## src/rtl/pwm_serializer.sv

```systemverilog
// rtl/pwm_serializer.sv - fixed-frequency PWM generator with frame-aligned duty updates
module pwm_serializer #(
    parameter int SYS_FREQ   = 50000000,
    parameter int PULSE_FREQ = 1000
) (
    input  logic       clock,
    input  logic       reset,
    input  logic [9:0] duty_cycle,
    output logic       signal
);
    localparam int P  = SYS_FREQ / PULSE_FREQ;
    localparam int CW = (P < 2) ? 1 : $clog2(P);
    localparam int PW = 10 + CW;
    localparam logic [CW-1:0] LAST = CW'(P - 1);

    generate
        if (P < 2) begin : g_bad_period
            $error("pwm_serializer: SYS_FREQ/PULSE_FREQ must be at least 2");
        end
    endgenerate

    logic [CW-1:0] counter;
    logic [CW-1:0] threshold;
    logic [PW-1:0] product;
    logic [CW-1:0] threshold_next;
    logic          wrap;

    // Full-width product keeps floor(duty*P/1024) exact before the shift.
    always_comb begin
        product        = {{CW{1'b0}}, duty_cycle} * PW'(P);
        threshold_next = CW'(product >> 10);
        wrap           = (counter == LAST);
    end

    always_ff @(posedge clock or posedge reset) begin
        if (reset) begin
            counter   <= '0;
            threshold <= '0;
            signal    <= 1'b0;
        end else begin
            counter <= wrap ? '0 : counter + 1'b1;
            if (wrap)
                threshold <= threshold_next;
            signal <= (counter < threshold);
        end
    end
endmodule

```

## config.mk

```make
export PLATFORM = sky130hd
export DESIGN_NAME = pwm_serializer
export DESIGN_NICKNAME = d
export VERILOG_FILES = /design/src/rtl/pwm_serializer.sv
export SDC_FILE = /design/constraint.sdc
export NUM_CORES = 1
export LEC_CHECK = 0
export ABC_AREA = 1
export CAP_MARGIN = 30
export CORE_MARGIN = 5
export CORE_UTILIZATION = 56
export CTS_CLUSTER_SIZE = 40
export DETAILED_ROUTE_END_ITERATION = 12
export GPL_TIMING_DRIVEN = 0
export PLACE_DENSITY = 0.74
export SLEW_MARGIN = 20
export SYNTH_ARGS = -nofsm -noshare
export SYNTH_HDL_FRONTEND = slang
export SYNTH_SLANG_ARGS = --single-unit
```

## constraint.sdc

```tcl
create_clock -name clock -period 3.6 [get_ports clock]
set_clock_uncertainty 0.1 [all_clocks]
set_input_delay 0.72 -clock clock [delete_from_list [all_inputs] [get_ports clock]]
set_output_delay 0.72 -clock clock [all_outputs]
set_load 0.01 [all_outputs]
```

==> flow_summary.json, run 1 <==
{
  "status": "complete, but fails checks",
  "violations": "negative setup slack",
  "io_pins": 13,
  "p_int_w": 0.00148,
  "port_buffers": 12,
  "hp-class": "flip-flop to flip-flop",
  "p_leak_nw": 2.67,
  "grt_use_total": 0.229,
  "first_pass_iters": 5,
  "drive_gt1_frac": 0.246,
  "die_width_um": 94.6,
  "drv_cap": 0,
  "grt_overflow_total": 0,
  "max_freq_mhz": 256,
  "cts_max_path_buffers": 2,
  "antenna_found_initial": 0,
  "synth_top_area_frac": 0.272,
  "relSlewSlack": 0.546,
  "clock-sinks": 33,
  "switchingPower_w": 0.00126,
  "ys_seq_area_frac": 0.206,
  "dp_hpwl_um": 7280,
  "drt_iter0_markers": 201,
  "pwr-share-seq": 0.135,
  "syn_inst": 518,
  "cts_buffers": 5,
  "irDropWorstVdd_mv": 0.304,
  "fin_util": 0.745,
  "pwr-share-clk": 0.104,
  "grt_pass1_vias": 3641,
  "swShare": 0.459,
  "r2r_end": "threshold[5]",
  "ys_async_sr_fraction": 1.00,
  "yosysWarnings": 0,
  "h-tree-depth": 2,
  "synth_commonest_cells": "nand2_1, inv_1, ha_1, nor2_1, dfrtp_1",
  "hold_viol": 0,
  "synth_flop_cell": "dfrtp_1",
  "crit_type": "primary input to flip-flop",
  "drc": 0,
  "pre_cts_slack_ps": -1250,
  "areaGrowthSynthToFinish_pct": 27.8,
  "drtAntennaViolNets": 0,
  "reg2reg_from": "counter[0]",
  "clkLatencyLatePin_ps": 290,
  "cp_max_fo": 3,
  "initial_utilization": 0.583,
  "cts_tree": "yes",
  "synth_top_area_cell": "ha_1",
  "power_w": 0.00274,
  "wirelength_um": 9920,
  "nets": 674,
  "viasPerCell": 5.50,
  "hp-start": "threshold[9]",
  "fillers": 497,
  "fin_crit_ps": 3910,
  "vias": 3593,
  "slew_violations": 0,
  "reg2reg_slack_ps": 1800,
  "wire_per_inst_um": 15.2,
  "fin_crit_sh": 1.09,
  "ys_seq_elements": 33,
  "r2r_cells": 7,
  "synth.area.top_cells": "ha_1, dfrtp_1, nand2_1, fa_1, inv_1",
  "syn_area_um2": 4000,
  "tns_ps": -2510,
  "rsz0062_at_grt": "yes",
  "coreArea_um2": 6870,
  "yosysUniqueCellTypes": 34,
  "cts-root-buf": "clkbuf_8",
  "comb_power_share": 0.760,
  "chipHeight_um": 94.6,
  "hold_ws_ps": 386,
  "place_congestion": 0.879,
  "setup_viol": 13,
  "rows": 30,
  "syn-num-nets": 635,
  "required_ps": 3680,
  "cts.reportedPaths.clkPinSlew_ps": 70,
  "avgSynthCellArea_um2": 7.73,
  "diodes": 0,
  "crit_path_end_kind": "flip-flop",
  "cp.arrival_ps": 3990,
  "hold_depth": 2,
  "grt_max_degree": 34,
  "min_to": "threshold[9]",
  "yosysMostFrequentCell": "nand2_1",
  "die-area_um2": 8940,
  "grt_pass1_wl_um": 16200,
  "synth_edf_count": 0,
  "powerDensity_nw_per_um2": 536,
  "worst_pin_slew_ps": 679,
  "cp-start-kind": "primary input",
  "worst_slack_ps": -310
}
[routing by layer]
layer | wire length (um) | GRT usage | share of wire | up-vias
li1 | - | - | - | 1756
met3 | 323 | 0.0223 | 0.033 | 50
met2 | 5280 | 0.431 | 0.53 | 109
met5 | 0 | 0 | 0 | -
met4 | 494 | 0.126 | 0.050 | 0
met1 | 3830 | 0.248 | 0.39 | 1678
[what timing repair did]
| item | 4_1_cts | 5_1_grt |
|---|---|---|
| setup endpoints to repair | 16 | 14 |
| pin swaps | 54 | 27 |
| gates resized for setup | 100 | 27 |
| setup buffers | 14 | 6 |
| hold buffers | 0 | 0 |
[worst max path at each step]
stage	slack (ps)	cells past startpoint	to	from
6_report	-310	17	threshold[9]	duty_cycle[6]
5_1_grt	-400	18	threshold[9]	duty_cycle[8]
4_1_cts	-260	19	threshold[15]	duty_cycle[6]
3_5_place_dp	-1250	18	threshold[15]	duty_cycle[2]
3_3_place_gp	-1170	18	threshold[13]	duty_cycle[8]
2_1_floorplan	-250	15	threshold[11]	duty_cycle[5]
[cell families after synthesis]
| kind of cell | after synthesis | share of synthesized area |
|---|---|---|
| and+or+nand+nor | 216 | 0.241 |
| adders and majority gates | 105 | 0.362 |
| buffers and inverters | 99 | 0.0944 |
| AOI/OAI and AO/OA | 55 | 0.0747 |
| DFF | 33 | 0.206 |
| xor gates and xnor gates | 10 | 0.0219 |
[area by class of cell]
cell class	count	area, um2	share of cell area
Tap cell	96	120	0.0235
Clock buffer	6	82.6	0.0161
Clock inverter	1	7.51	0.00147
Buffer	3	17.5	0.00342
Timing Repair Buffer	32	312	0.0609
Multi-Input combinational cell	386	3380	0.661
Inverter	96	368	0.0719
Sequential cell	33	826	0.161
[critical path, stage by stage]
cell and delay, ps:
buf_12 110, ha_4 260, fa_2 450, fa_2 410, ha_4 280, inv_2 40
fa_1 510, inv_2 40, ha_4 290, nand2_4 70, buf_4 150, nor2_1 180
nand3_1 150, nand2_1 100, nand2_1 70, nand3_1 100, nand2_1 50
[sequential cells by signal, summed over array words and instances, names as in the netlist]
name / count
signal: 1
counter: 16
threshold: 16
[cells in the final DEF, fill, tap and decap left out, types with 7 or more instances in the layout]
master and n:
inv_1 88, nand2_4 7, a21oi_2 9, ha_1 61, buf_4 19, nand2_2 16
a21oi_1 19, fa_1 13, ha_4 26, nand3_1 23, nor2_1 25, dfrtp_1 33
nand2_1 99, o21ai_0 9, nand4_1 10, inv_2 7
[power groups by stage]
stage	Combinational (W)	Clock (W)	Sequential, W
after floorplan	0.00116	0	0.000378
after global placement	0.00142	0	0.000378
after detailed placement	0.00145	0	0.000378
after CTS	0.00186	0.000290	0.000371
after global routing	0.00224	0.000304	0.000370
final	0.00208	0.000286	0.000371
[per-stage QoR]
step           instance area [um2]  std cells
2_1_floorplan                 4270        518
3_3_place_gp                  4510        626
3_5_place_dp                  4510        626
4_1_cts                       4970        647
5_1_grt                       5110        653
6_report                      5110        653
(Power assumes the default switching activity.)
==> inputs of run 2 (changes only) <==
CTS_CLUSTER_SIZE = unset   (was 40)
HOLD_SLACK_MARGIN = 0.08   (was unset)
==> results of run 2 <==
The final DEF is identical to that of run 1; final timing and power are the same.
==> inputs of run 3 (changes only) <==
SKIP_LAST_GASP = 1   (was unset)
==> run 3 against run 2 <==
The run still ends with negative setup slack left; non-clock buffer count is 1 lower; combinational power hardly changed; via count hardly changed; clock-buffer cell count stayed put; cell area is 0.46% lower; fmax is 0.60% higher; register-to-register slack hardly changed; critical path depth stayed put; sequential share of layout area is 0.075 points higher; final cell count is 0.15% lower.
==> flow_summary.json, run 3 (synthesis results as in run 1) <==
{
  "setup_viol": 13,
  "coreArea_um2": 6870,
  "mostFrequentLayoutCells": "nand2_1, inv_1, ha_1, dfrtp_1",
  "antenna_found_initial": 0,
  "worst_slack_ps": -287,
  "power_w": 0.00271,
  "wirelength_um": 9800,
  "path_cells": "buf_12 > ha_4 > fa_2 > fa_2 > ha_4 > inv_2 > fa_1 > inv_2 > ha_4 > nand2_4 > buf_4 > nor4_1 > nand2_1 > nand2_1 > nand2_1 > nand3_1 > nand2_1",
  "wire_per_inst_um": 15.0,
  "initial_utilization": 0.583,
  "place_congestion": 0.879,
  "cts_max_path_buffers": 2,
  "multi_input_area_um2": 3370,
  "vias": 3592,
  "cts_hold_buf": 0,
  "hold_viol": 0,
  "required_ps": 3680,
  "rsz0062_at_grt": "yes",
  "grt_pass1_vias": 3641,
  "cts.reportedPaths.clkPinSlew_ps": 70,
  "cpMostUsedCell": "nand2_1",
  "rows": 30,
  "drv_cap": 0,
  "cts_tree": "yes",
  "fin_crit_ps": 3890,
  "hold_ws_ps": 387,
  "drc": 0,
  "slew_violations": 0,
  "max_freq_mhz": 257,
  "viasPerCell": 5.51,
  "areaGrowthSynthToFinish_pct": 27.2,
  "drt_iter0_markers": 159,
  "final_common_cell": "nand2_1",
  "worst_pin_slew_ps": 682,
  "p_leak_nw": 2.66,
  "clkLatencyLatePin_ps": 290,
  "cp_max_fo": 3,
  "h-tree-depth": 2,
  "slowest_delay_ps": 510,
  "irDropWorstVdd_mv": 0.295,
  "nets": 673,
  "crit_type": "primary input to flip-flop",
  "drive_gt1_frac": 0.236,
  "crit_path_end_kind": "flip-flop",
  "clock-sinks": 33,
  "first_pass_iters": 4,
  "status": "complete, but fails checks",
  "grt_pass1_wl_um": 16200,
  "diodes": 0,
  "cp-start-kind": "primary input",
  "reg2reg_from": "counter[0]",
  "powerDensity_nw_per_um2": 532,
  "cts_buffers": 5,
  "seq_area_um2": 826,
  "grt_overflow_total": 0,
  "hp-start": "threshold[0]",
  "relSlewSlack": 0.545,
  "fin_crit_sh": 1.08,
  "io_pins": 13,
  "cp.arrival_ps": 3960,
  "drtAntennaViolNets": 0,
  "violations": "negative setup slack",
  "fillers": 504,
  "stdcell_area_um2": 5090,
  "hp-class": "flip-flop to flip-flop",
  "die-area_um2": 8940,
  "grt_max_degree": 34,
  "pre_cts_slack_ps": -1250,
  "fin_util": 0.741,
  "dpl_cell_area_um2": 4510,
  "chipHeight_um": 94.6,
  "dp_hpwl_um": 7280,
  "port_buffers": 12,
  "die_width_um": 94.6,
  "cts-root-buf": "clkbuf_8",
  "top_regs": "counter x16, threshold x16, signal x1",
  "startpoint": "duty_cycle[6]",
  "grt_use_total": 0.229,
  "cpMaxStageDelayCell": "fa_1"
}
[run 3: final timing paths]
path,cells after the start,slack [ps],end
max,17,-290,threshold[13]
min,2,390,threshold[0]
max reg2reg,7,1810,threshold[4]
min reg2reg,2,390,threshold[0]
max in group asynchronous,2,2200,counter[0]
min in group asynchronous,2,760,counter[9]
[run 3: cell type report]
type	count	share of cell area
multi-input combinational	386	0.661
sequential	33	0.162
inverter	96	0.0723
timing repair buffer	31	0.0597
tap	96	0.0236
clock buffer	6	0.0162
buffer	3	0.00344
clock inverter	1	0.00147
[run 3: metrics by stage]
stage	cells	TNS, ps
3_5_place_dp	626	-16420
5_1_grt	652	-3900
3_3_place_gp	626	-15340
2_1_floorplan	518	-2010
4_1_cts	647	-2030
6_report	652	-2420
[run 3: critical path: cells and delay by family]
family                   cells  cell delay (ps)
adder cells (fa/ha/maj)      6             2200
buffers and inverters        4              330
AND/OR/NAND/NOR              7              710
[run 3: layer usage]
metal  share of wire  wire length [um]  global-route usage  up-vias
met5               0                 0                   0        -
met2            0.53              5150               0.431      109
met3           0.031               302              0.0223       52
met4           0.059               582               0.126        0
met1            0.38              3770               0.248     1671
li1                -                 -                   -     1760
[run 3: timing repair]
item                       4_1_cts  5_1_grt
gates cloned                     0        0
pin swaps                       53       31
buffers inserted                14        5
resized for setup               98       23
setup endpoints to repair       16       14
[run 3: power breakdown]
group,switching (W),leakage (nW),total (W),internal [W]
Combinational,0.00110,2.26,0.00205,0.000954
Clock,0.000135,0.0433,0.000286,0.000151
Sequential,0,0.358,0.000371,0.000371
Total,0.00123,2.66,0.00271,0.00148
